## config.mk

```make
export PLATFORM = sky130hd
export DESIGN_NAME = flush_ctrl_flat
export DESIGN_NICKNAME = d
export VERILOG_FILES = /design/src/rtl/flush_ctrl_if.sv /design/src/rtl/flush_ctrl.sv /design/src/flat_wrapper.sv
export SDC_FILE = /design/constraint.sdc
export NUM_CORES = 1
export LEC_CHECK = 0
export ABC_AREA = 1
export CORE_AREA = 2 2 39 41
export CTS_CLUSTER_DIAMETER = 100
export DETAILED_ROUTE_END_ITERATION = 10
export DIE_AREA = 0 0 41 43
export HOLD_SLACK_MARGIN = 0.06
export MAX_ROUTING_LAYER = met4
export PLACE_DENSITY = 0.49
export SLEW_MARGIN = 30
export SYNTH_ARGS = -nofsm -noshare
export SYNTH_HDL_FRONTEND = slang
export SYNTH_SLANG_ARGS = --single-unit
```

## constraint.sdc

```tcl
create_clock -name i_clk -period 1.2 [get_ports i_clk]
set_input_delay 0.3 -clock i_clk [delete_from_list [all_inputs] [get_ports i_clk]]
set_output_delay 0.3 -clock i_clk [all_outputs]
set_load 0.01 [all_outputs]
```

## src/rtl/flush_ctrl_if.sv

```systemverilog
// Purpose: redirect-event inputs and flush status outputs of flush_ctrl, bundled for the hazard unit.
// Latency: none, signal bundle only.
// Backpressure: none; i_stall is a freeze request, not a handshake.
// Ports (controller view): i_stall, i_jump, i_branch, i_jump_reg in; o_flush, o_flush_src, o_remaining out.
interface flush_ctrl_if #(
  parameter int CNT_W = 3
);
  logic             i_stall;
  logic             i_jump;
  logic             i_branch;
  logic             i_jump_reg;
  logic             o_flush;
  logic [1:0]       o_flush_src;
  logic [CNT_W-1:0] o_remaining;

  // master: pipeline / hazard unit side that raises redirects and consumes flush status
  modport master (
    output i_stall, i_jump, i_branch, i_jump_reg,
    input  o_flush, o_flush_src, o_remaining
  );

  // slave: the flush controller itself
  modport slave (
    input  i_stall, i_jump, i_branch, i_jump_reg,
    output o_flush, o_flush_src, o_remaining
  );
endinterface

```

## src/rtl/flush_ctrl.sv

```systemverilog
// Purpose: control-hazard flush controller for Jump, taken Branch and JumpReg redirects.
// Latency: flush starts the cycle after the redirect and lasts N stall-free cycles per source.
// Backpressure: i_stall freezes a running count; a load from idle always happens.
// Ports: i_clk, i_reset (sync, active-high); fc = flush_ctrl_if.slave carrying the
//        redirect/stall inputs and the o_flush / o_flush_src / o_remaining outputs.
`ifndef DEBUG_PRINT
`define DEBUG_PRINT 0
`endif

module flush_ctrl #(
  parameter int CNT_W       = 3,
  parameter int JUMP_N      = 3,
  parameter int BRANCH_N    = 3,
  parameter int JR_N        = 4,
  parameter int RETRIGGER   = 1,
  parameter int DEBUG_PRINT = `DEBUG_PRINT
) (
  input logic         i_clk,
  input logic         i_reset,
  flush_ctrl_if.slave fc
);

  localparam int MAX_JB = (JUMP_N > BRANCH_N) ? JUMP_N : BRANCH_N;
  localparam int MAX_N  = (MAX_JB > JR_N) ? MAX_JB : JR_N;

  // Counter must hold the longest flush without wrapping; debug flag is boolean.
  if ((((1 << CNT_W) - 1) < MAX_N) || (JUMP_N < 0) || (BRANCH_N < 0) || (JR_N < 0) ||
      (DEBUG_PRINT < 0) || (DEBUG_PRINT > 1)) begin : g_bad_params
    $error("flush_ctrl: CNT_W too small for flush lengths or bad DEBUG_PRINT");
  end

  localparam logic [CNT_W-1:0] LD_JUMP   = CNT_W'(JUMP_N);
  localparam logic [CNT_W-1:0] LD_BRANCH = CNT_W'(BRANCH_N);
  localparam logic [CNT_W-1:0] LD_JR     = CNT_W'(JR_N);
  localparam logic [CNT_W-1:0] CNT_ONE   = CNT_W'(1);

  localparam logic [1:0] SRC_NONE   = 2'b00;
  localparam logic [1:0] SRC_JUMP   = 2'b01;
  localparam logic [1:0] SRC_BRANCH = 2'b10;
  localparam logic [1:0] SRC_JR     = 2'b11;

  typedef enum logic {
    ST_IDLE  = 1'b0,
    ST_FLUSH = 1'b1
  } state_t;

  logic [CNT_W-1:0] r_cnt;
  logic [1:0]       r_src;

  state_t           w_state;
  logic             w_evt;
  logic             w_load;
  logic [CNT_W-1:0] w_win_n;
  logic [1:0]       w_win_src;
  logic [CNT_W-1:0] w_cnt_nxt;
  logic [1:0]       w_src_nxt;

  // State is implied by the counter; no separate state flop is needed.
  assign w_state = (r_cnt != '0) ? ST_FLUSH : ST_IDLE;
  assign w_evt   = fc.i_jump | fc.i_branch | fc.i_jump_reg;

  // Fixed priority JumpReg > Branch > Jump. The winner is used even when its
  // length is zero, so a lower-priority source never substitutes.
  always_comb begin
    w_win_n   = LD_JUMP;
    w_win_src = SRC_JUMP;
    if (fc.i_jump_reg) begin
      w_win_n   = LD_JR;
      w_win_src = SRC_JR;
    end else if (fc.i_branch) begin
      w_win_n   = LD_BRANCH;
      w_win_src = SRC_BRANCH;
    end
  end

  always_comb begin
    w_cnt_nxt = r_cnt;
    w_src_nxt = r_src;
    w_load    = 1'b0;
    case (w_state)
      // Stall does not block a load from idle: it only freezes a running count.
      ST_IDLE: w_load = w_evt;
      ST_FLUSH: begin
        if (w_evt && (RETRIGGER != 0)) begin
          // Retrigger discards the old count and overrides Stall this cycle.
          w_load = 1'b1;
        end else if (!fc.i_stall) begin
          w_cnt_nxt = r_cnt - CNT_ONE;
          if (r_cnt == CNT_ONE) begin
            w_src_nxt = SRC_NONE;
          end
        end
      end
      default: ;
    endcase
    if (w_load) begin
      w_cnt_nxt = w_win_n;
      // A zero-length source leaves the controller idle, so no source is reported.
      w_src_nxt = (w_win_n == '0) ? SRC_NONE : w_win_src;
    end
  end

  always_ff @(posedge i_clk) begin
    if (i_reset) begin
      r_cnt <= '0;
      r_src <= SRC_NONE;
    end else begin
      r_cnt <= w_cnt_nxt;
      r_src <= w_src_nxt;
    end
  end

  assign fc.o_flush     = (r_cnt != '0);
  assign fc.o_flush_src = r_src;
  assign fc.o_remaining = r_cnt;

endmodule
```

## src/flat_wrapper.sv

```systemverilog
// flat-port wrapper written by rule: the top's interface ports become plain ports
module flush_ctrl_flat 
#(
  parameter int CNT_W       = 3,
  parameter int JUMP_N      = 3,
  parameter int BRANCH_N    = 3,
  parameter int JR_N        = 4,
  parameter int RETRIGGER   = 1,
  parameter int DEBUG_PRINT = `DEBUG_PRINT
)
  (i_clk, i_reset, fc_i_stall, fc_i_jump, fc_i_branch, fc_i_jump_reg, fc_o_flush, fc_o_flush_src, fc_o_remaining);
  flush_ctrl_if #(.CNT_W(CNT_W)) fc_i ();
  input logic i_clk;
  input logic i_reset;
  input wire logic [$bits(fc_i.i_stall)-1:0] fc_i_stall;
  input wire logic [$bits(fc_i.i_jump)-1:0] fc_i_jump;
  input wire logic [$bits(fc_i.i_branch)-1:0] fc_i_branch;
  input wire logic [$bits(fc_i.i_jump_reg)-1:0] fc_i_jump_reg;
  output wire logic [$bits(fc_i.o_flush)-1:0] fc_o_flush;
  output wire logic [$bits(fc_i.o_flush_src)-1:0] fc_o_flush_src;
  output wire logic [$bits(fc_i.o_remaining)-1:0] fc_o_remaining;
  assign fc_i.i_stall = fc_i_stall;
  assign fc_i.i_jump = fc_i_jump;
  assign fc_i.i_branch = fc_i_branch;
  assign fc_i.i_jump_reg = fc_i_jump_reg;
  assign fc_o_flush = fc_i.o_flush;
  assign fc_o_flush_src = fc_i.o_flush_src;
  assign fc_o_remaining = fc_i.o_remaining;
  flush_ctrl #(.CNT_W(CNT_W), .JUMP_N(JUMP_N), .BRANCH_N(BRANCH_N), .JR_N(JR_N), .RETRIGGER(RETRIGGER), .DEBUG_PRINT(DEBUG_PRINT)) u_core (.i_clk(i_clk), .i_reset(i_reset), .fc(fc_i));
endmodule
```

---- Yosys cells after proc, flatten, opt, wreduce, memory -nomap -nowiden ----
Index checks and enable logic that the tools add are counted.
storage, ports and cells
  word-level logic and storage cells ...... 31
  flip-flop bits (word level) ............. 5
cells by class
  equal/unequal tests ..................... 3
  mux-type cells .......................... 16
  add/subtract/negate cells ............... 1
  reduce and logical (&&, ||, !) cells .... 6
  bitwise operators ....................... 3
operators by type and width
  operator                                          number
  2-to-1 mux 2 bit                                  8
  2-to-1 mux 3 bit                                  5
  AND reduction 4 bit                               1
  nonzero test 2 bit                                2
  == test 3 x 1 -> 1 bit, second input constant     1
  zero test 3 bit                                   1
  AND reduction 3 bit                               1
  nonzero test 3 bit                                1
  subtractor 3 x 1 -> 3 bit, second input constant  1
  2-to-1 mux 1 bit                                  2
  != test 2 x 1 -> 1 bit, second input constant     1
  != test 2 bit, second input constant              1
  bitwise OR 1 bit                                  2
  case mux 1 bit (2 select lines)                   1
  NOT 1 bit                                         1

---- Logic depth before layout (Yosys ltp) ----
Gate-level depths: netlist (run 1).
  depth after elaboration ................. 6
  depth in mapped cells ................... 9
  depth with buffers taken out ............ 9

---- Worst setup path before layout (run 1) ----
Ideal clock, no wire load.
  kind .................................... flip-flop to flip-flop
  start point ............................. reg u_core.r_cnt[0] (netlist: u_core.fc.o_remaining[0])
  end point ............................... reg u_core.r_cnt[2] (netlist: u_core.fc.o_remaining[2])
  clock period less this slack ............ 1.221 ns
  slack ................................... -0.021 ns
  arrival ................................. 1.110 ns
  library setup time ...................... 0.111 ns
  data required time ...................... 1.089 ns
  stages on the path, launching flop included .. 9
  path through ............................ dfxtp_1 inv_1 ha_1 nand2_2 nand2_2 nand2_2 inv_2 nor2_1 nor2_1
on the way
  word-level cells in the longest chain between the ends .. 6
RTL lines
  element                                          line                RTL
  start: declaration                               flush_ctrl.sv:47    logic [CNT_W-1:0] r_cnt;
  start signal: assignment                         flush_ctrl.sv:108   r_cnt <= w_cnt_nxt;
  nonzero test 3 bit (*)                           -
  via fc_o_flush                                   flat_wrapper.sv:19  output wire logic [$bits(fc_i.o_flush)-1:0] fc_o_flush;
  2-to-1 mux 1 bit (*)                             flush_ctrl.sv:59    assign w_state = (r_cnt != '0) ? ST_FLUSH : ST_IDLE;
  NOT 1 bit                                        flush_ctrl.sv:80    case (w_state)
  case mux 1 bit (2 select lines)                  flush_ctrl.sv:80
  != test 2 bit (no line) (tied with other cells)  -
  AND reduction 3 bit (no line)                    -
Mark *: on every way through the listed nets, which the timed path passes. The rest lies on a longest branch. The select of a mux whose other input is x is not followed.
A chain may end at the register's enable or synchronous reset.

---- Worst setup path in the final report (run 1) ----
  start point ............................. reg u_core.r_cnt[1] (netlist: u_core.fc.o_remaining[1])
  end point ............................... out fc_o_flush
on the way
  word-level cells in the longest chain between the ends .. 1
RTL lines
  element             line                RTL
  nonzero test 3 bit  flush_ctrl.sv:113   assign fc.o_flush = (r_cnt != '0);
  end: declaration    flat_wrapper.sv:19
No other way between the ends.

==> run_results.csv, run 1 <==
group,metric,value,unit
critical_path,worstPathArrival,0.93,ns
cells_and_area,fin_util,0.420,
synth,syn_nets,58,
grt,grt_pass1_vias,296,
sta,tightest_slew,0.190,ns
die,num_rows,14,
power_and_ir_drop,ir_drop,475,uV
power_and_ir_drop,p_per_area,956,nW/um2
grt,grt_max_degree,8,
power_and_ir_drop,swShare,0.289,
sta,whs,0.482,ns
power_and_ir_drop,p_seq_frac,0.337,
detailed_routing,wl_per_cell,9.06,um
grt,grt.total_usage,0.106,
power_and_ir_drop,p_clk_frac,0.361,
critical_path,max_stage_delay,0.32,ns
run_status,status,"finished with violations",
die,num_io_pins,12,
power_and_ir_drop,p_switching,161,uW
critical_path,crit_chain,"inv_2 > ha_4 > nand2_2 > buf_6",
sta,setup_ws,-0.0259,ns
cells_and_area,area_growth,77.5,%
critical_path,critPathSlowestCell,"dfxtp_2",
synth,synth_top_family_by_area,"simple AND/OR/NAND/NOR gates",
worst_hold_path,hp-class,"register to register",
die,start_util,0.237,
power_and_ir_drop,p_int,395,uW
run_status,violations,"negative setup slack",
synth,synthXorXnorAreaFrac,0,
detailed_routing,via_per_inst,4.01,
placed_design,place.gp.congestion,0.764,
sta,hold_viol_final,0,
die,coreArea,1380,um2
cells_and_area,drive_gt1_frac,0.432,
critical_path,crit_type,"register to output pin",
placed_design,numPortBuffers,11,
detailed_routing,first_iter_violations,3,
clock_tree,clock_path_buffers,2,
critical_path,start_kind,"register",
cells_and_area,final_nets,84,
synth,synthSimpleGateAreaFrac,0.340,
job,maxCapViolations,0,
synth,synth_adder_area_share,0.115,
die,fp.dieH,43,um
placed_design,dpl.cell_count,85,
cells_and_area,final_cell_count_no_fill,90,
sta,period_needed,1.23,ns
synth,synth.top_cell.area_share,0.305,
sta,finalMaxSlewViolations,0,
clock_tree,cts_htree_levels,1,
critical_path,required,0.90,ns
sta,fin_crit_sh,1.02,
detailed_routing,dr.pass1.iters,2,
clock_tree,clkSinkCount,5,
cells_and_area,antenna_cells,0,
synth,avgSynthCellArea,6.69,um2
critical_path,endpoint_kind,"output pin",
power_and_ir_drop,leakagePower,0.000306,uW
clock_tree,clk_latency,0.24,ns
detailed_routing,ant_nets,0,
power_and_ir_drop,combPwrFrac,0.302,
synth,syn_area,328,um2
die,die_area,1760,um2
synth,ys_seq_elements,5,
sta,rsz0062_at_grt,"true",
die,fp.dieW,41,um
detailed_routing,routed-via-count,361,
synth,seq_area_frac_synth,0.305,
clock_tree,clkTransAtPathRegs,0.05,ns
clock_tree,tritoncts,"yes",
grt,grt_overflow,0,
sta,relSlewSlack,0.873,
clock_tree,cts_made_buffers,3,
critical_path,crit_family,"flip-flops",
grt,grt_pass1_wl,1150,um
synth,synth_cells,49,
clock_tree,cts_root_buffer,"clkbuf_4",
sta,setup_viol,1,
placed_design,place.detailed.hpwl,621,um
clock_tree,postCtsHoldBufs,0,
synth,yosys-top-cells-area,"dfxtp_1, ha_1, a21oi_1",
detailed_routing,routed_wl,815,um
detailed_routing,drc_errors,0,
critical_path,cp_max_fo,2,
critical_path,critical_path_buf_inv_count,2,
synth,synth-compound-area-share,0.107,
synth,yosys.cell_types.count,11,
synth,yosys.area.top_type,"dfxtp_1",
placed_design,dpl_worst_slack,-0.239,ns
sta,fin_skew,0.00419,ns
grt,antenna_found_initial,0,
sta,timing.fmax,0.816,GHz
synth,synth.area.mux_share,0,
synth,yosysWarnings,0,
cells_and_area,num-fill-cells,149,
cells in the final DEF, fill, tap and decap left out, types with 2 or more instances in the layout:
master            n
buf_4            10
dlymetal6s2s_1    2
nand2_1           8
nand2_2           4
dlygate4sd2_1     2
nand3_1           6
clkdlybuf4s50_1   3
dfxtp_2           3
inv_1             5
dfxtp_1           2
inv_2             5
a21oi_1           7
nor2_1            4
clkbuf_4          3
ha_4              2
metrics by stage:
stage          power [uW]  TNS (ns)  instance area [um2]
2_1_floorplan         257         0                  329
3_3_place_gp          351     -1.31                  527
3_5_place_dp          351     -1.29                  527
4_1_cts               556   -0.0576                  549
5_1_grt               592   -0.0851                  582
6_report              556   -0.0259                  582
power groups by stage:
stage	clock (uW)	sequential, uW	combinational, uW
floorplan	0	197	60.3
global placement	0	189	162
detailed placement	0	189	162
CTS	212	186	157
global route	220	190	183
finish	201	187	168
metal layers:
layer,track usage,vias to the layer above,share of wire
met5,-,-,0
li1,-,200,-
met3,0.0314,2,0.059
met2,0.138,10,0.48
met4,0.100,0,0.0049
met1,0.123,149,0.46
final timing paths:
path / slack, ns / endpoint / depth (start not counted) / startpoint
setup / recovery: -0.03 / fc_o_flush / 4 / u_core.fc.o_remaining[1]$_SDFFE_PP0P_
hold / removal: 0.48 / u_core.fc.o_flush_src[1]$_SDFFE_PP0P_ / 2 / u_core.fc.o_flush_src[1]$_SDFFE_PP0P_
setup reg to reg: 0.04 / u_core.fc.o_flush_src[1]$_SDFFE_PP0P_ / 8 / u_core.fc.o_remaining[1]$_SDFFE_PP0P_
hold reg to reg: 0.48 / u_core.fc.o_flush_src[1]$_SDFFE_PP0P_ / 2 / u_core.fc.o_flush_src[1]$_SDFFE_PP0P_
worst register-to-register path, cell delays in order (launching register included):
cell and delay, ns:
dfxtp_2 0.32, inv_2 0.07, buf_4 0.12, ha_1 0.13
inv_1 0.03, nor2_1 0.09, nand3_1 0.13, nand3_1 0.10
a21oi_1 0.06
synthesized netlist by cell type, drive strengths merged:
cell type / n
nand2: 12
ha: 3
dfxtp: 5
inv: 11
nand3: 6
nor2: 5
a21oi: 7
what timing repair did:
item                                    4_1_cts  5_1_grt
pin swaps                                     1        6
setup buffers                                 0        1
endpoints found under the setup margin        6        6
resized for setup                            17        9
flip-flops by register name (all words and copies together) (netlist names):
register	count
u_core.fc.o_flush_src	2
u_core.fc.o_remaining	3
cells by family after synthesis:
family                   after synthesis
buffers and inverters                 11
AO/OA/AOI/OAI                          7
flip-flops                             5
AND/OR/NAND/NOR                       23
adder cells (fa/ha/maj)                3
layout make-up:
cell class,instances,area (um2),area share
clock buffers,4,26.3,0.0452
inverters,11,43.8,0.0753
multi-input cells,33,209,0.359
flip-flops and latches,5,104,0.178
well taps,16,20.0,0.0344
repair buffers,21,179,0.308
No activity file was read; power rests on OpenSTA's default activity.
==> run 2: changes to the inputs <==
--- a/config.mk
+++ b/config.mk
@@ -5,15 +5,16 @@
 export SDC_FILE = /design/constraint.sdc
 export NUM_CORES = 1
 export LEC_CHECK = 0
-export ABC_AREA = 1
 export CORE_AREA = 2 2 39 41
 export CTS_CLUSTER_DIAMETER = 100
 export DETAILED_ROUTE_END_ITERATION = 10
 export DIE_AREA = 0 0 41 43
 export HOLD_SLACK_MARGIN = 0.06
 export MAX_ROUTING_LAYER = met4
-export PLACE_DENSITY = 0.49
+export PLACE_DENSITY = 0.46
+export SKIP_CTS_REPAIR_TIMING = 1
 export SLEW_MARGIN = 30
 export SYNTH_ARGS = -nofsm -noshare
 export SYNTH_HDL_FRONTEND = slang
 export SYNTH_SLANG_ARGS = --single-unit
+export TNS_END_PERCENT = 1
==> run_results.csv, run 2 <==
group,metric,value,unit
die,fp.dieW,41,um
grt,grt_pass1_vias,322,
clock_tree,cts_root_buffer,"clkbuf_4",
sta,whs,0.523,ns
clock_tree,cts_htree_levels,1,
power_and_ir_drop,design_power_total,531,uW
sta,timing.fmax,0.672,GHz
cells_and_area,largest_register_ffs,3,
grt,grt_max_degree,7,
synth,synth_cells,32,
synth,synth_edf_count,0,
cells_and_area,fin_util,0.389,
grt,antenna_found_initial,0,
grt,grt.total_usage,0.129,
placed_design,dpl.cell_count,66,
detailed_routing,ant_nets,0,
die,coreArea,1380,um2
detailed_routing,routed-via-count,312,
clock_tree,clkTransAtPathRegs,0.04,ns
sta,setup_viol,7,
synth,yosys-top-cells-area,"dfxtp_1, ha_1, nor2b_1",
detailed_routing,drc_errors,0,
synth,yosysWarnings,0,
synth,seq_area_frac_synth,0.352,
critical_path,start_kind,"register",
synth,yosys.cell_types.count,17,
power_and_ir_drop,p_int,389,uW
critical_path,crit_type,"register to register",
cells_and_area,antenna_cells,0,
clock_tree,clk_latency,0.25,ns
run_status,status,"finished with violations",
die,num_rows,14,
synth,yosysMostFrequentCell,"dfxtp_1",
die,die_area,1760,um2
critical_path,cp_max_fo,4,
grt,grt_overflow,0,
die,start_util,0.205,
sta,relSlewSlack,0.811,
die,num_io_pins,12,
synth,synth_flop_cell,"dfxtp_1",
power_and_ir_drop,combPwrFrac,0.277,
detailed_routing,dr.pass1.iters,2,
power_and_ir_drop,leakagePower,0.000270,uW
critical_path,worstPathArrival,1.61,ns
detailed_routing,wl_per_cell,12.3,um
sta,hold_viol_final,0,
cells_and_area,num-fill-cells,147,
power_and_ir_drop,p_switching,142,uW
sta,tightest_slew,0.279,ns
detailed_routing,first_iter_violations,3,
synth,ys_top_cells_by_count,"dfxtp_1, inv_1, nor2_1, ha_1, nor2b_1",
critical_path,endpoint_kind,"register",
detailed_routing,via_per_inst,4.46,
cells_and_area,area_growth,89.4,%
cells_and_area,final_cell_count_no_fill,70,
power_and_ir_drop,swShare,0.268,
clock_tree,clock_path_buffers,2,
placed_design,place.gp.congestion,0.733,
synth,yosys.area.top_type,"dfxtp_1",
power_and_ir_drop,ir_drop,423,uV
critical_path,required,1.32,ns
sta,setup_ws,-0.287,ns
synth,ys_async_sr_fraction,0,
sta,fin_crit_sh,1.24,
placed_design,numPortBuffers,11,
synth,synth.top_cell.area_share,0.352,
cells_and_area,drive_gt1_frac,0.370,
detailed_routing,routed_wl,862,um
power_and_ir_drop,p_seq_frac,0.356,
clock_tree,tritoncts,"yes",
sta,finalMaxSlewViolations,0,
sta,rsz0062_at_grt,"true",
sta,period_needed,1.49,ns
synth,avgSynthCellArea,8.88,um2
power_and_ir_drop,p_per_area,988,nW/um2
job,maxCapViolations,0,
cells_and_area,final_cell_mix,"buf_4, clkdlybuf4s50_1, nor2_1, dlymetal6s2s_1",
synth,syn_nets,41,
clock_tree,clkSinkCount,5,
grt,grt_pass1_wl,1370,um
power_and_ir_drop,p_clk_frac,0.368,
die,fp.dieH,43,um
clock_tree,cts_made_buffers,3,
cells_and_area,final_common_cell,"buf_4",
worst_hold_path,hp-class,"register to register",
cells_and_area,final_nets,64,
run_status,violations,"negative setup slack",
synth,syn_area,284,um2
synth,ys_seq_elements,5,
placed_design,place.detailed.hpwl,674,um
sta,fin_skew,0.00515,ns
-- run 2: final cells by class --
class                      instances  area, um2  share of cell area
inverter                           4       20.0              0.0372
multi-input combinational         23        200               0.372
sequential                         5        105               0.195
timing repair buffer              18        166               0.309
tap                               16       20.0              0.0372
clock buffer                       4       26.3              0.0488
-- run 2: worst paths after layout --
kind / to / cells after the start / start / slack, ns
min: u_core.fc.o_flush_src[1]$_SDFFE_PP0P_ / 2 / u_core.fc.o_flush_src[1]$_SDFFE_PP0P_ / 0.52
min reg2reg: u_core.fc.o_flush_src[1]$_SDFFE_PP0P_ / 2 / u_core.fc.o_flush_src[1]$_SDFFE_PP0P_ / 0.52
max: u_core.fc.o_flush_src[0]$_SDFFE_PP0P_ / 5 / u_core.fc.o_remaining[1]$_SDFFE_PP0P_ / -0.29
max reg2reg: u_core.fc.o_flush_src[0]$_SDFFE_PP0P_ / 5 / u_core.fc.o_remaining[1]$_SDFFE_PP0P_ / -0.29
-- run 2: kinds of logic (layout without fill, tap and decap cells) --
group                      count (synthesis)  in the layout  synth area share
muxes                                      1              1            0.0352
adders and majority gates                  3              3             0.132
and+or+nand+nor                           12             12             0.229
DFF                                        5              5             0.352
AOI/OAI and AO/OA                          7              7             0.198
buffers and inverters                      4             26            0.0528
-- run 2: power groups by stage --
stage                     logic [uW]  clock network (uW)  registers (uW)
after floorplan                 47.5                   0             196
after global placement           139                   0             191
after detailed placement         143                   0             190
after CTS                        145                 205             187
after global routing             162                 214             190
final                            147                 195             189
-- run 2: metrics by stage --
stage,instance area (um2),setup WS [ns],setup TNS [ns]
floorplan,304,-0.268,-0.637
CTS,513,-0.633,-3.18
finish,538,-0.287,-1.24
global placement,487,-0.562,-2.41
global route,538,-0.352,-1.66
detailed placement,487,-0.540,-2.51
-- run 2: routing by layer --
metal,vias to the layer above,GRT usage,part of all wire
met2,7,0.188,0.58
met3,2,0.0785,0.046
met4,0,0.0800,0.0093
met1,144,0.123,0.37
li1,159,-,-
met5,-,-,0
-- run 2: worst max-delay path, cell delays in order, from the launching register on --
cell and delay [ns]:
dfxtp_2 0.35, inv_4 0.05, ha_4 0.15, or4b_1 0.50, a211oi_1 0.25, nor3_1 0.07
==> RTL edit 1 (settings of run 1) <==
`CNT_W` is set to 3 in 3 places; all go to 4.
--- a/src/rtl/flush_ctrl_if.sv
+++ b/src/rtl/flush_ctrl_if.sv
@@ -3,7 +3,7 @@
 // Backpressure: none; i_stall is a freeze request, not a handshake.
 // Ports (controller view): i_stall, i_jump, i_branch, i_jump_reg in; o_flush, o_flush_src, o_remaining out.
 interface flush_ctrl_if #(
-  parameter int CNT_W = 3
+  parameter int CNT_W = 4
 );
   logic             i_stall;
   logic             i_jump;
--- a/src/rtl/flush_ctrl.sv
+++ b/src/rtl/flush_ctrl.sv
@@ -8,7 +8,7 @@
 `endif
 
 module flush_ctrl #(
-  parameter int CNT_W       = 3,
+  parameter int CNT_W       = 4,
   parameter int JUMP_N      = 3,
   parameter int BRANCH_N    = 3,
   parameter int JR_N        = 4,
--- a/src/flat_wrapper.sv
+++ b/src/flat_wrapper.sv
@@ -1,7 +1,7 @@
 // flat-port wrapper written by rule: the top's interface ports become plain ports
 module flush_ctrl_flat 
 #(
-  parameter int CNT_W       = 3,
+  parameter int CNT_W       = 4,
   parameter int JUMP_N      = 3,
   parameter int BRANCH_N    = 3,
   parameter int JR_N        = 4,
Ports: changed (resized fc_o_remaining); port bits go from 12 to 13. No check against the original RTL was run, so the function may have changed too.
==> RTL edit 1 against run 1 <==
  * Area after synthesis is 14% higher
  * The flow still finishes with violations (setup timing)
  * Clock power down 8%
  * Worst setup slack worse by 0.017 ns
  * Power increased by 6.6%
  * Sequential cell count up 1
  * Highest routed layer unchanged
  * Utilization increased by 4.3 points
  * Fmax shrank 1.3%
  * Routed wire length grew 23%
  * Synthesized cell count rose by 10%
  * Final area grew 10%
==> RTL edit 1: results (changes against run 1) <==
Critical path
  • Number of cells on the worst reg-to-reg path: 9 (+1)
  • CP Max Fanout: 2 (unchanged)
  • Reg2reg start: u_core.fc.o_remaining[0]$_SDFFE_PP0P_
  • FF-to-FF End: u_core.fc.o_remaining[2]$_SDFFE_PP0P_

Timing
  • Final worst slack: -0.0426 ns (-0.0167 ns)
  • Final setup viols: 1 (unchanged)
  • Clock skew: 0.00211 ns (-0.00208 ns)
  • Final Hold Viols: 0 (unchanged)
  • Measured slew at the worst slew-check pin: 0.317 ns (+0.127 ns)

Synth
  • Distinct cell type count after synthesis: 13 (+2)
  • Synth top area cells: dfxtp_1 (32%), ha_1 (10%), inv_1 (10%)
  • Ys async rst share: 0 (unchanged)
  • Register area share after synthesis: 0.321 (+0.0157)
  • YS warnings: 0 (unchanged)
  • Synthesized Nets: 63 (+8.6%)
  • Top cells by count, synth: inv_1 (10), nor2_1 (9), nand2_1 (7)

Pwr
  • Peak VDD IR: 531 uV (+12%)
  • Switching Share: 0.288 (-0.00125)
  • Lkg Pwr: 0.323 nW (+5.3%)

Hold path
  • Min-delay worst type: input pin to flip-flop

GRT
  • Initial antenna violation count: 0 (unchanged)
  • First-pass GRT wire length: 1530 um (+33%)
  • Vias in the first global route: 393 (+33%)
  • GRT Total Usage: 0.133 (+0.0268)

Cells and area
  • Largest register FFs: 4 (+1)
  • Fill count: 154 (+3.4%)
  • Layout cells sized above 1: 0.395 (-0.0374)
  • Post-layout nets: 92 (+9.5%)

Placed design
  • Port Buffers: 12 (+1)
  • Gpl congestion: 0.807 (+5.6%)
  • Detailed placer's ending HPWL: 749 um (+21%)

Status
  • Outcome: complete, but fails checks
  • Failing checks: setup timing

CTS
  • Setup bufs post-CTS: 0 (unchanged)
  • Clock tree buffer depth: 2 (unchanged)
  • Skew-Pair Late Insertion Delay: 0.24 ns (about the same)
  • Post_cts resized: 22 (+5)
  • H-tree Lvls: 1 (unchanged)
  • Number of CTS-inserted buffers: 3 (unchanged)
  • Root buf cell: clkbuf_4

Routing
  • DR vias: 428 (+19%)
  • DR pass1 iterations: 4 (+2)
  • Routed WL: 1000 um (+23%)
==> RTL edit 1: changes by cell type after synthesis, sizes merged, moves of 2 or more <==
| cell | delta |
|---|---|
| nand2 | -3 |
| nand3 | -2 |
| a31oi | +2 |
| nand4 | +3 |
| nor2 | +5 |
| a21oi | -2 |
==> RTL edit 1: metal layers <==
metal	track usage	routed length, um	up-vias
met3	0.0314	42	2
met1	0.162	486	185
li1	-	-	230
met5	-	0	-
met4	0.0800	15	0
met2	0.191	455	11
==> RTL edit 1: final cells by class <==
class / count / share of cell area
Multi-Input combinational cell: 38 / 0.384
Sequential cell: 6 / 0.191
Clock buffer: 3 / 0.0351
Timing Repair Buffer: 24 / 0.300
Inverter: 10 / 0.0585
Tap cell: 16 / 0.0312
==> RTL edit 1: kinds of logic after synthesis <==
| kind of cell | synth area share |
|---|---|
| compound gates | 0.120 |
| fa+ha+maj | 0.100 |
| buf+inv | 0.100 |
| flops | 0.321 |
| simple gates | 0.358 |
==> RTL edit 1: worst min path at each step <==
stage | start | slack (ns) | cells past startpoint | end
floorplan | i_reset | 0.36 | 1 | u_core.fc.o_remaining[0]$_SDFFE_PP0P_
global placement | u_core.fc.o_flush_src[1]$_SDFFE_PP0P_ | 0.47 | 2 | u_core.fc.o_flush_src[1]$_SDFFE_PP0P_
detailed placement | u_core.fc.o_flush_src[1]$_SDFFE_PP0P_ | 0.47 | 2 | u_core.fc.o_flush_src[1]$_SDFFE_PP0P_
CTS | u_core.fc.o_flush_src[1]$_SDFFE_PP0P_ | 0.48 | 2 | u_core.fc.o_flush_src[1]$_SDFFE_PP0P_
global route | fc_i_jump | 0.49 | 4 | u_core.fc.o_remaining[0]$_SDFFE_PP0P_
finish | fc_i_jump | 0.48 | 4 | u_core.fc.o_remaining[0]$_SDFFE_PP0P_
==> RTL edit 1: worst max-delay path, cell delays in order, from the launching register on <==
cell and delay, ns:
dfxtp_2 0.31, inv_2 0.07, ha_4 0.14, nand2_2 0.06
buf_6 0.12
==> RTL edit 1: power by group through the flow <==
stage | Combinational (W) | Sequential, W | Clock [W]
3_3_place_gp | 0.000178 | 0.000224 | 0
6_report | 0.000187 | 0.000221 | 0.000185
4_1_cts | 0.000171 | 0.000220 | 0.000192
5_1_grt | 0.000207 | 0.000222 | 0.000202
2_1_floorplan | 0.0000622 | 0.000233 | 0
3_5_place_dp | 0.000178 | 0.000224 | 0
==> RTL edit 1: per-stage QoR <==
stage               instances  setup TNS (ns)  setup slack (ns)  instance area (sq um)
global placement           93           -1.93            -0.291                    598
finish                     97         -0.0426           -0.0426                    642
floorplan                  54               0           0.00728                    375
detailed placement         93           -1.96            -0.305                    598
global route               97          -0.150           -0.0832                    642
CTS                        96          -0.202            -0.202                    614
==> RTL edit 2 (config.mk and constraints of run 1) <==
Without the edit above. Reset style: asynchronous (`i_reset`), changed in one clocked block.
--- a/src/rtl/flush_ctrl.sv
+++ b/src/rtl/flush_ctrl.sv
@@ -100,7 +100,7 @@
     end
   end
 
-  always_ff @(posedge i_clk) begin
+  always_ff @(posedge i_clk or posedge i_reset) begin
     if (i_reset) begin
       r_cnt <= '0;
       r_src <= SRC_NONE;
Function: differs if i_reset is asserted again (counterexample within 4 cycles, from zero or initial values and one cycle with i_reset high); with i_reset held inactive, the same outputs for 10 cycles.
==> RTL edit 2 against run 1 <==
  * Sequential cell count unchanged
  * Clock power decreased by 3%
  * Area after synthesis increased by 3.1%
  * Global-route usage increased by 2.9 points
  * Power increased by 3.4%
  * Largest power group unchanged
  * Fmax decreased by 5.5%
  * Worst hold slack got worse by 0.22 ns
  * Worst setup slack got worse by 0.071 ns
  * Via count decreased by 1.7%
  * Final area increased by 1.9%
  * Critical path type unchanged
  * The run still ends with setup timing left
  * Sequential power increased by 3%
  * Routed wire length increased by 6.5%
==> RTL edit 2: results (changes against run 1) <==
Critical path
  • CP max stage delay: 0.38 ns (+0.06 ns)
  • Delay-heaviest family, CP: flip-flops
  • R2R Setup Slk: -0.04 ns (-0.08 ns)
  • CP Data Arrival Time: 1.00 ns (+0.07 ns)
  • Slowest CP cell: dfrtp_1

CTS
  • Skew-Pair Late Insertion Delay: 0.24 ns (about the same)
  • Number of CTS-inserted buffers: 3 (unchanged)
  • H-tree Lvls: 1 (unchanged)
  • CTS clk-pin slew, worst paths: approximately 0.04 ns
  • Root buf cell: clkbuf_4

GRT
  • Initial antenna violation count: 0 (unchanged)
  • First-pass GRT wire length: 1410 um (+22%)
  • Vias in the first global route: 333 (+13%)
  • GRT Total Usage: 0.135 (+0.0293)
  • Largest net degree at the start of global routing: 7 (-1)

Placed design
  • Port Buffers: 11 (unchanged)
  • Gpl congestion: 0.797 (+4.2%)
  • Dpl ws: -0.292 ns (-0.0524 ns)
  • Detailed placer's ending HPWL: 663 um (+6.7%)
  • Placed instance area: 528 sq um (+0.24%)

Routing
  • DR vias: 355 (-1.7%)
  • DR pass1 iterations: 2 (unchanged)
  • Avg WL per Cell: 10.1 um (+11%)
  • Initial drt markers: 4 (+1)

Timing
  • Final setup viols: 3 (+2)
  • Setup_tns: -0.153 ns (-0.127 ns)
  • Final worst slack: -0.0968 ns (-0.0710 ns)
  • Clock skew: 0.00166 ns (-0.00253 ns)
  • Measured slew at the worst slew-check pin: 0.221 ns (+0.0304 ns)

Synth
  • Distinct cell type count after synthesis: 12 (+1)
  • YS warnings: 0 (unchanged)
  • Ys async rst share: 1.00 (+1.00)
  • Register area share after synthesis: 0.370 (+0.0650)
  • Synth top area cells: dfrtp_1 (37%), ha_1 (11%), nand3_1 (10%)
  • Synthesized Nets: 54 (-6.9%)
  • Ys flop type: dfrtp_1
  • Synth top area share: 0.370 (+0.0650)
  • Top cells by count, synth: nand2_1 (9), nand3_1 (7), inv_1 (6)

Pwr
  • Peak VDD IR: 473 uV (-0.31%)
  • Lkg Pwr: 0.296 nW (-3.3%)

Cells and area
  • Largest register FFs: 3 (unchanged)
  • Post-layout nets: 80 (-4.8%)
  • Layout cells sized above 1: 0.429 (-0.00386)
  • Diodes inserted: 0 (unchanged)

Status
  • Failing checks: setup timing
  • Outcome: complete, but fails checks

Hold path
  • Min-delay worst type: input pin to async pin
## RTL edit 2: layer usage
layer	global-route usage	vias up	wire length (um)
li1	-	189	-
met1	0.131	157	349
met2	0.181	7	473
met3	0.0628	2	28
met4	0.140	0	18
met5	-	-	0
## RTL edit 2: cells by family (layout without fill, tap and decap cells)
| kind of cell | Yosys count | after routing | share of synthesized area |
|---|---|---|---|
| and+or+nand+nor | 24 | 24 | 0.359 |
| buffers and inverters | 9 | 34 | 0.100 |
| DFF | 5 | 5 | 0.370 |
| AOI/OAI and AO/OA | 4 | 4 | 0.0592 |
| adders and majority gates | 3 | 3 | 0.111 |
## RTL edit 2: timing repair
| item | in CTS | in global routing |
|---|---|---|
| pin swaps | 2 | 2 |
| endpoints found under the setup margin | 6 | 9 |
| gates resized for setup | 24 | 7 |
| buffers inserted | 1 | 1 |
| hold buffers | 0 | 0 |
| gates cloned | 0 | 0 |
## RTL edit 2: final timing paths
check,from,end,depth (start not counted)
max,u_core.fc.o_remaining[0]$_DFFE_PP0P_,fc_o_flush,4
min in group i_clk,u_core.fc.o_flush_src[1]$_DFFE_PP0P_,u_core.fc.o_flush_src[1]$_DFFE_PP0P_,2
max in group asynchronous,i_reset,u_core.fc.o_remaining[0]$_DFFE_PP0P_,2
min,i_reset,u_core.fc.o_flush_src[1]$_DFFE_PP0P_,2
max reg2reg,u_core.fc.o_remaining[0]$_DFFE_PP0P_,u_core.fc.o_remaining[2]$_DFFE_PP0P_,9
min reg2reg,u_core.fc.o_flush_src[1]$_DFFE_PP0P_,u_core.fc.o_flush_src[1]$_DFFE_PP0P_,2
## RTL edit 2: layout make-up
class                      instances  area (sq um)
tap                               16          20.0
inverter                           9          33.8
timing repair buffer              21           181
sequential                         5           125
clock buffer                       4          26.3
multi-input combinational         31           206
fill                             150           791
## RTL edit 2: through the flow
| step | utilization | cells | power (W) | hold WS, ns |
|---|---|---|---|---|
| CTS | 0.409 | 85 | 0.000574 | 0.262 |
| global route | 0.429 | 86 | 0.000626 | 0.273 |
| global placement | 0.382 | 80 | 0.000362 | 0.492 |
| floorplan | - | 45 | 0.000265 | 0.0785 |
| detailed placement | 0.382 | 80 | 0.000363 | 0.493 |
| finish | 0.429 | 86 | 0.000575 | 0.264 |
## RTL edit 2: power breakdown
| group | leakage, nW | internal [W] | switching [W] |
|---|---|---|---|
| sequential | 0.0566 | 0.000183 | 0.00000893 |
| clock | 0.0150 | 0.000126 | 0.0000689 |
| combinational | 0.225 | 0.000101 | 0.0000878 |
